==> src/rtl/seg_scan_pkg.sv <==
// Package for the multiplexed 7-segment scanner.
// Holds the slot state enum, the glyph constants in positive-logic
// {g,f,e,d,c,b,a} order, and the nibble-to-glyph decode function.
package seg_scan_pkg;

  // Slot phases: dead time first, then the driven part of the slot.
  typedef enum logic [0:0] {
    BLANK = 1'b0,
    DRIVE = 1'b1
  } seg_state_e;

  // Glyphs, bit order {g,f,e,d,c,b,a}, 1 = segment lit.
  localparam logic [6:0] SEG_0     = 7'h3F;
  localparam logic [6:0] SEG_1     = 7'h06;
  localparam logic [6:0] SEG_2     = 7'h5B;
  localparam logic [6:0] SEG_3     = 7'h4F;
  localparam logic [6:0] SEG_4     = 7'h66;
  localparam logic [6:0] SEG_5     = 7'h6D;
  localparam logic [6:0] SEG_6     = 7'h7D;
  localparam logic [6:0] SEG_7     = 7'h07;
  localparam logic [6:0] SEG_8     = 7'h7F;
  localparam logic [6:0] SEG_9     = 7'h6F;
  localparam logic [6:0] SEG_DASH  = 7'h40;
  localparam logic [6:0] SEG_BLANK = 7'h00;
  localparam logic [6:0] SEG_HEX_C = 7'h39;
  localparam logic [6:0] SEG_HEX_D = 7'h5E;
  localparam logic [6:0] SEG_HEX_E = 7'h79;
  localparam logic [6:0] SEG_HEX_F = 7'h71;

  // Code 0xA is a dash and 0xB is blank; 0xC..0xF are hex letters.
  function automatic logic [6:0] seg7_glyph(input logic [3:0] code);
    logic [6:0] g;
    g = SEG_BLANK;
    case (code)
      4'h0: g = SEG_0;
      4'h1: g = SEG_1;
      4'h2: g = SEG_2;
      4'h3: g = SEG_3;
      4'h4: g = SEG_4;
      4'h5: g = SEG_5;
      4'h6: g = SEG_6;
      4'h7: g = SEG_7;
      4'h8: g = SEG_8;
      4'h9: g = SEG_9;
      4'hA: g = SEG_DASH;
      4'hB: g = SEG_BLANK;
      4'hC: g = SEG_HEX_C;
      4'hD: g = SEG_HEX_D;
      4'hE: g = SEG_HEX_E;
      4'hF: g = SEG_HEX_F;
      default: g = SEG_BLANK;
    endcase
    return g;
  endfunction

endpackage

==> src/rtl/seg7_decode.sv <==
// Combinational nibble + decimal point to 8-bit positive-logic segments.
// Ports:
//   code_i  4-bit digit code
//   dp_i    decimal point request
//   seg_o   {dp,g,f,e,d,c,b,a}, 1 = lit
module seg7_decode
  import seg_scan_pkg::*;
(
  input  logic [3:0] code_i,
  input  logic       dp_i,
  output logic [7:0] seg_o
);

  assign seg_o = {dp_i, seg7_glyph(code_i)};

endmodule

==> src/rtl/seg_scan_ctrl.sv <==
// Multiplexed common-anode 7-segment scanner.
// Each digit owns a slot of SLOT_CYC cycles: BLANK_CYC cycles of dead time
// (everything dark, glyph free to change) followed by the driven part, in
// which the anode is PWM-gated by the brightness value. All display inputs
// are captured once per frame as digit 0's slot begins, so a frame always
// shows one consistent picture.
//
// Optional feature: define SEG_SCAN_LZ_EN to build leading-zero suppression
// (controlled by lz_en). Without it lz_en is accepted and ignored.
//
// Ports:
//   clk, reset_n   clock, synchronous active-low reset
//   digits         4 bits per digit, digit 0 rightmost
//   dp             decimal point per digit (1 = lit)
//   blank_mask     1 = digit forced dark
//   blink_en       global blink enable
//   blink_mask     1 = digit blinks while blink_en
//   brightness     PWM duty, all-ones = full
//   lz_en          leading-zero suppression request
//   an             anode enables (polarity AN_ACTIVE_LOW)
//   seg            {dp,g,f,e,d,c,b,a} (polarity SEG_ACTIVE_LOW)
//   digit_idx      digit owning the current slot
//   frame_tick     one-cycle pulse when digit 0's slot begins
//   dbg_state      internal slot state (BLANK/DRIVE)
//
// Handshake note: there is no valid/ready traffic here; inputs are sampled
// level-wise at frame start and outputs are free-running registered levels.
module seg_scan_ctrl
  import seg_scan_pkg::*;
#(
  parameter int DIGITS         = 8,
  parameter int SLOT_CYC       = 100000,
  parameter int BLANK_CYC      = 1000,
  parameter int BLINK_HALF_CYC = 25000000,
  parameter int BRIGHT_W       = 3,
  parameter int AN_ACTIVE_LOW  = 1,
  parameter int SEG_ACTIVE_LOW = 1,
  localparam int IW = (DIGITS > 1) ? $clog2(DIGITS) : 1
) (
  input  logic                  clk,
  input  logic                  reset_n,
  input  logic [4*DIGITS-1:0]   digits,
  input  logic [DIGITS-1:0]     dp,
  input  logic [DIGITS-1:0]     blank_mask,
  input  logic                  blink_en,
  input  logic [DIGITS-1:0]     blink_mask,
  input  logic [BRIGHT_W-1:0]   brightness,
  input  logic                  lz_en,
  output logic [DIGITS-1:0]     an,
  output logic [7:0]            seg,
  output logic [IW-1:0]         digit_idx,
  output logic                  frame_tick,
  output seg_state_e            dbg_state
);

  localparam int CW  = (SLOT_CYC > 1) ? $clog2(SLOT_CYC) : 1;
  localparam int BKW = (BLINK_HALF_CYC > 1) ? $clog2(BLINK_HALF_CYC) : 1;

  localparam logic [CW-1:0]     SLOT_LAST  = CW'(SLOT_CYC - 1);
  localparam logic [CW-1:0]     BLANK_LAST = CW'(BLANK_CYC - 1);
  localparam logic [BKW-1:0]    BLINK_LAST = BKW'(BLINK_HALF_CYC - 1);
  localparam logic [IW-1:0]     IDX_LAST   = IW'(DIGITS - 1);
  localparam logic [DIGITS-1:0] AN_OFF     = {DIGITS{AN_ACTIVE_LOW != 0}};
  localparam logic [7:0]        SEG_OFF    = {8{SEG_ACTIVE_LOW != 0}};

  // Scan state
  logic                run_q, run_d;
  seg_state_e          state_q, state_d;
  logic [CW-1:0]       cnt_q, cnt_d;
  logic [IW-1:0]       idx_q, idx_d;
  logic [BRIGHT_W-1:0] pwm_q, pwm_d;
  logic [BKW-1:0]      blink_cnt_q, blink_cnt_d;
  logic                phase_q, phase_d;
  logic                snap_load;

  // Frame snapshot
  logic [4*DIGITS-1:0] snap_digits_q, snap_digits_d;
  logic [DIGITS-1:0]   snap_dp_q, snap_dp_d;
  logic [DIGITS-1:0]   snap_blank_q, snap_blank_d;
  logic                snap_blink_en_q, snap_blink_en_d;
  logic [DIGITS-1:0]   snap_blink_mask_q, snap_blink_mask_d;
  logic [BRIGHT_W-1:0] snap_bright_q, snap_bright_d;
  logic                snap_phase_q, snap_phase_d;

  // Registered outputs
  logic [DIGITS-1:0]   an_q, an_d;
  logic [7:0]          seg_q, seg_d;
  logic [IW-1:0]       digit_idx_q, digit_idx_d;
  logic                frame_tick_q, frame_tick_d;

  // Datapath
  logic [DIGITS-1:0]   dark;
  logic [3:0]          cur_code;
  logic                cur_dp;
  logic                cur_dark;
  logic [DIGITS-1:0]   cur_onehot;
  logic [7:0]          cur_seg;
  logic [DIGITS-1:0]   an_pos;
  logic [7:0]          seg_pos;

`ifdef SEG_SCAN_LZ_EN
  logic                snap_lz_q, snap_lz_d;
  logic [DIGITS-1:0]   lz_mask;
  logic                lz_run;
`else
  logic                unused_lz;
  assign unused_lz = lz_en;
`endif

  // Slot sequencing. The first cycle out of reset enters slot 0 at count 0
  // without advancing, so the snapshot load and the count both line up with
  // "slot 0 begins" on that edge.
  always_comb begin
    run_d     = 1'b1;
    state_d   = state_q;
    cnt_d     = cnt_q;
    idx_d     = idx_q;
    pwm_d     = pwm_q;
    snap_load = 1'b0;
    if (!run_q) begin
      snap_load = 1'b1;
    end else if (cnt_q == SLOT_LAST) begin
      cnt_d     = '0;
      state_d   = BLANK;
      idx_d     = (idx_q == IDX_LAST) ? '0 : idx_q + IW'(1);
      snap_load = (idx_q == IDX_LAST);
    end else begin
      cnt_d = cnt_q + CW'(1);
      if (state_q == BLANK && cnt_q == BLANK_LAST) begin
        state_d = DRIVE;
        pwm_d   = '0;
      end else if (state_q == DRIVE) begin
        pwm_d = pwm_q + BRIGHT_W'(1);
      end
    end
  end

  // Free-running blink phase; only the copy taken at frame start matters.
  always_comb begin
    blink_cnt_d = blink_cnt_q + BKW'(1);
    phase_d     = phase_q;
    if (blink_cnt_q == BLINK_LAST) begin
      blink_cnt_d = '0;
      phase_d     = ~phase_q;
    end
  end

  always_comb begin
    snap_digits_d     = snap_digits_q;
    snap_dp_d         = snap_dp_q;
    snap_blank_d      = snap_blank_q;
    snap_blink_en_d   = snap_blink_en_q;
    snap_blink_mask_d = snap_blink_mask_q;
    snap_bright_d     = snap_bright_q;
    snap_phase_d      = snap_phase_q;
    if (snap_load) begin
      snap_digits_d     = digits;
      snap_dp_d         = dp;
      snap_blank_d      = blank_mask;
      snap_blink_en_d   = blink_en;
      snap_blink_mask_d = blink_mask;
      snap_bright_d     = brightness;
      snap_phase_d      = phase_q;
    end
  end

`ifdef SEG_SCAN_LZ_EN
  always_comb begin
    snap_lz_d = snap_lz_q;
    if (snap_load) snap_lz_d = lz_en;
  end

  // Walk down from the leftmost digit, suppressing zeros until the first
  // non-zero code. Digit 0 is outside the walk so a lone 0 still shows.
  always_comb begin
    lz_mask = '0;
    lz_run  = snap_lz_q;
    for (int k = DIGITS - 1; k >= 1; k--) begin
      if (lz_run && snap_digits_q[4*k +: 4] == 4'h0) begin
        lz_mask[k] = 1'b1;
      end else begin
        lz_run = 1'b0;
      end
    end
  end
`endif

  always_comb begin
    dark = snap_blank_q;
    if (snap_blink_en_q && !snap_phase_q) dark = dark | snap_blink_mask_q;
`ifdef SEG_SCAN_LZ_EN
    dark = dark | lz_mask;
`endif
  end

  // Select the slot owner's code, dp and darkness from the snapshot.
  always_comb begin
    cur_code   = 4'h0;
    cur_dp     = 1'b0;
    cur_dark   = 1'b1;
    cur_onehot = '0;
    for (int k = 0; k < DIGITS; k++) begin
      if (idx_q == IW'(k)) begin
        cur_code      = snap_digits_q[4*k +: 4];
        cur_dp        = snap_dp_q[k];
        cur_dark      = dark[k];
        cur_onehot[k] = 1'b1;
      end
    end
  end

  seg7_decode u_decode (
    .code_i (cur_code),
    .dp_i   (cur_dp),
    .seg_o  (cur_seg)
  );

  // The glyph is held for the whole DRIVE window (PWM only gates the anode),
  // so segment lines change only at BLANK boundaries.
  always_comb begin
    an_pos  = '0;
    seg_pos = '0;
    if (state_q == DRIVE && !cur_dark) begin
      seg_pos = cur_seg;
      if (pwm_q <= snap_bright_q) an_pos = cur_onehot;
    end
    an_d         = an_pos ^ AN_OFF;
    seg_d        = seg_pos ^ SEG_OFF;
    digit_idx_d  = idx_q;
    frame_tick_d = run_q && state_q == BLANK && cnt_q == '0 && idx_q == '0;
  end

  always_ff @(posedge clk) begin
    if (!reset_n) begin
      run_q             <= 1'b0;
      state_q           <= BLANK;
      cnt_q             <= '0;
      idx_q             <= '0;
      pwm_q             <= '0;
      blink_cnt_q       <= '0;
      phase_q           <= 1'b1;
      snap_digits_q     <= '0;
      snap_dp_q         <= '0;
      snap_blank_q      <= '1;
      snap_blink_en_q   <= 1'b0;
      snap_blink_mask_q <= '0;
      snap_bright_q     <= '0;
      snap_phase_q      <= 1'b1;
`ifdef SEG_SCAN_LZ_EN
      snap_lz_q         <= 1'b0;
`endif
      an_q              <= AN_OFF;
      seg_q             <= SEG_OFF;
      digit_idx_q       <= '0;
      frame_tick_q      <= 1'b0;
    end else begin
      run_q             <= run_d;
      state_q           <= state_d;
      cnt_q             <= cnt_d;
      idx_q             <= idx_d;
      pwm_q             <= pwm_d;
      blink_cnt_q       <= blink_cnt_d;
      phase_q           <= phase_d;
      snap_digits_q     <= snap_digits_d;
      snap_dp_q         <= snap_dp_d;
      snap_blank_q      <= snap_blank_d;
      snap_blink_en_q   <= snap_blink_en_d;
      snap_blink_mask_q <= snap_blink_mask_d;
      snap_bright_q     <= snap_bright_d;
      snap_phase_q      <= snap_phase_d;
`ifdef SEG_SCAN_LZ_EN
      snap_lz_q         <= snap_lz_d;
`endif
      an_q              <= an_d;
      seg_q             <= seg_d;
      digit_idx_q       <= digit_idx_d;
      frame_tick_q      <= frame_tick_d;
    end
  end

  assign an         = an_q;
  assign seg        = seg_q;
  assign digit_idx  = digit_idx_q;
  assign frame_tick = frame_tick_q;
  assign dbg_state  = state_q;

endmodule

==> config.mk <==
export PLATFORM = sky130hd
export DESIGN_NAME = seg_scan_ctrl
export DESIGN_NICKNAME = d
export VERILOG_FILES = /design/src/rtl/seg_scan_pkg.sv /design/src/rtl/seg7_decode.sv /design/src/rtl/seg_scan_ctrl.sv
export SDC_FILE = /design/constraint.sdc
export NUM_CORES = 1
export LEC_CHECK = 0
export ABC_AREA = 1
export BUFFER_PORTS_ARGS = -buffer_cell sky130_fd_sc_hd__buf_2
export CELL_PAD_IN_SITES_DETAIL_PLACEMENT = 0
export CELL_PAD_IN_SITES_GLOBAL_PLACEMENT = 1
export CORE_MARGIN = 2
export CORE_UTILIZATION = 45
export DETAILED_ROUTE_END_ITERATION = 7
export PLACE_DENSITY_LB_ADDON = 0.2
export SYNTH_ARGS = -nofsm -noshare
export SYNTH_HDL_FRONTEND = slang
export SYNTH_SLANG_ARGS = --single-unit
==> constraint.sdc <==
create_clock -name clk -period 4.1 [get_ports clk]
set_input_delay 0.82 -clock clk [delete_from_list [all_inputs] [get_ports clk]]
set_output_delay 0.82 -clock clk [all_outputs]
set_load 0.005 [all_outputs]
==> impl_metrics.yaml <==
cts:
  ctsHtreeMaxLevel: 4
  cts_tree: "yes"
  clock_sinks: 132
  cts-resized-gates: 0
  postCtsSetupBuffers: 0
  cts_hold_buf: 0
  clk_latency_ns: 0.42
  cts_buffers: 17
  cts-root-buf: "clkbuf_16"
  cts_buffer_depth: 2
  clkTransAtPathRegs_ns: 0.06
synthesis:
  synth_seq_cells: 132
  synth_warnings: 0
  ys_async_sr_fraction_pct: 0
  ys_seq_area_share_pct: 43.2
  avgSynthCellArea_um2: 7.19
  syn_inst: 851
  ys_types: 36
  synth_edf_count: 0
  synth_ff_type: "dfxtp_1"
  synth_area_um2: 6120
  synth_fp_nets: 933
placement:
  place.gp.congestion: 0.851
  place_hpwl_um: 10300
  place_ws_ns: 1.14
  portBuffers: 82
  post-place-cells: 1083
pwr:
  p_leak_nw: 3.06
  power_density_nw_per_um2: 434
  ir_drop_mv: 0.277
  power_mw: 3.15
global_route:
  grt_antenna_before_repair: 0
  grt_pass1_wl_um: 23400
  grtUsageTotal_pct: 20.2
  grt_pass1_vias: 5062
  overflow: 0
  grt_start_max_net_pins: 90
routing:
  routedWlPerCell_um: 12.8
  first_pass_iters: 5
  via_count: 5530
  drc_errors: 0
  viasPerCell: 4.96
  drt_iter0_markers: 400
  wirelength_um: 14200
  ant_nets: 0
floorplanning:
  core_um2: 13200
  die_w_um: 121
  initial_utilization_pct: 46.2
  num_rows: 42
  dieArea_um2: 14600
  pin_count: 84
  fp.dieH_um: 121
timing:
  setup_viol_count_final: 0
  fmax_mhz: 336
  slew_violations: 0
  rsz0062_at_grt: "no"
  relSlewSlack_pct: 45.9
  hold_viol: 0
  setup_ws_ns: 1.12
  finalCritPeriodShare_pct: 72.6
  fin_crit_ns: 2.98
  skew_ns: 0.00791
  worst_pin_slew_ns: 0.810
  fin_setup_tns_ns: 0
outcome:
  status: "complete, no violations"
layout:
  nets: 1008
  final_cell_mix: "nand2_1 (150), dfxtp_1 (132), inv_1 (121), nor2_1 (97), o21ai_0 (83)"
  drive_gt1_share_pct: 14.6
  final_common_cell: "nand2_1"
  syn_to_final_growth_pct: 18.3
  post-route-util_pct: 54.7
  diodes: 0
  layoutNonFillerInstCount: 1115
worst_setup_path:
  max_stage_delay_ns: 0.69
  crit_fanout: 10
  cp-start-kind: "register"
  path_cells: "inv_6 -> ha_1 -> inv_1 -> o21ai_0 -> o21ai_0 -> nand2_1 -> o211ai_1 -> nand2_1 -> a21oi_1 -> inv_1 -> ha_1 -> inv_1 -> nand2_1 -> nand3_1 -> nand3_1"
  required_ns: 4.38
  crit_type: "register to register"
  r2r_end: "seg[0]"
  rrSetupSlack_ns: 1.12
  rr_worst_depth: 15
  slowest_stage: "dfxtp_1"
  reg2reg_from: "digit_idx_d[2]"
  worst_ep_arrival_time_ns: 3.25
  cpLargestDelayFamily: "flip-flops"
  worst-path-buf-inv: 4
  endpoint_kind: "register"
min_path:
  hold_end: "snap_digits_q[19]"
  hold_class: "register to register"
  hold_start: "snap_digits_q[19]"
  holdPathStages: 2
job:
  cap_violations: 0
## kinds of logic (layout without fill, tap and decap cells)
logic type	count (synthesis)	after routing	synth area share, %
simple gates	378	378	27.6
compound gates	163	163	14.1
buf+inv	152	240	10.3
flops	132	132	43.2
fa+ha+maj	19	19	3.88
xor+xnor	7	7	1.00
## synthesized netlist by cell type, types with 4 or more instances
cell type	count	area, µm²
a21oi_1	69	345
buf_2	6	30.0
buf_6	5	56.3
clkbuf_1	14	52.6
dfxtp_1	132	2640
ha_1	19	238
inv_1	121	454
nand2_1	150	563
nand2_2	6	37.5
nand3_1	59	295
nand4_1	13	81.3
nor2_1	97	364
nor3_1	22	110
nor3_2	4	40.0
nor3b_1	8	60.1
nor4_1	9	56.3
o211ai_1	5	37.5
o21ai_0	83	415
xor2_1	5	43.8
## cell type report
type	instances	area, µm²
Tap cell	176	220
Fill cell	1345	6000
Clock inverter	10	153
Clock buffer	22	474
Timing Repair Buffer	84	425
Sequential cell	132	2640
Inverter	124	470
Multi-Input combinational cell	567	2860
## metrics by stage
step	area (µm²)	hold slack [ns]
floorplan	6120	0.418
global placement	6620	0.428
detailed placement	6620	0.444
CTS	7240	0.451
global route	7240	0.465
finish	7240	0.449
## routing by layer
layer	up-vias	track usage [%]	wire, µm	share of wire [%]
met4	0	7.34	186	1.3
met3	14	4.20	607	4.3
met5	-	0	0	0
li1	2904	-	-	-
met2	112	33.5	6780	48
met1	2500	26.0	6660	47
## flip-flops by register name, indices dropped and copies added, names as in the netlist, 3 cells and up
| register | flops |
|---|---|
| an | 8 |
| digit_idx | 3 |
| pwm_q | 3 |
| snap_digits_q | 32 |
| cnt_q | 17 |
| snap_bright_q | 3 |
| snap_dp_q | 8 |
| seg | 8 |
| blink_cnt_q | 25 |
| snap_blink_mask_q | 8 |
| digit_idx_d | 3 |
| snap_blank_q | 8 |
## how the worst max path moves through the flow
stage / start / end / cells past startpoint
final: digit_idx_d[2] / seg[0] / 15
after global routing: digit_idx_d[2] / seg[0] / 15
after CTS: digit_idx_d[2] / seg[6] / 15
after detailed placement: digit_idx_d[2] / seg[6] / 15
after global placement: digit_idx_d[2] / seg[0] / 15
after floorplan: digit_idx_d[0] / seg[0] / 15
## worst reg2reg max path, delay by kind of cell (launching register included)
| kind | cells | cell delay, ns |
|---|---|---|
| flops | 1 | 0.69 |
| fa+ha+maj | 2 | 0.55 |
| buf+inv | 4 | 0.48 |
| simple gates | 5 | 0.41 |
| compound gates | 4 | 0.69 |
## where the power goes
group          internal (mW)  leakage (nW)  switching (mW)  total (mW)
clock network           1.06         0.310           0.542        1.60
logic                 0.0726          1.67           0.123       0.195
registers               1.33          1.08          0.0198        1.35
(Power assumes the default switching activity.)
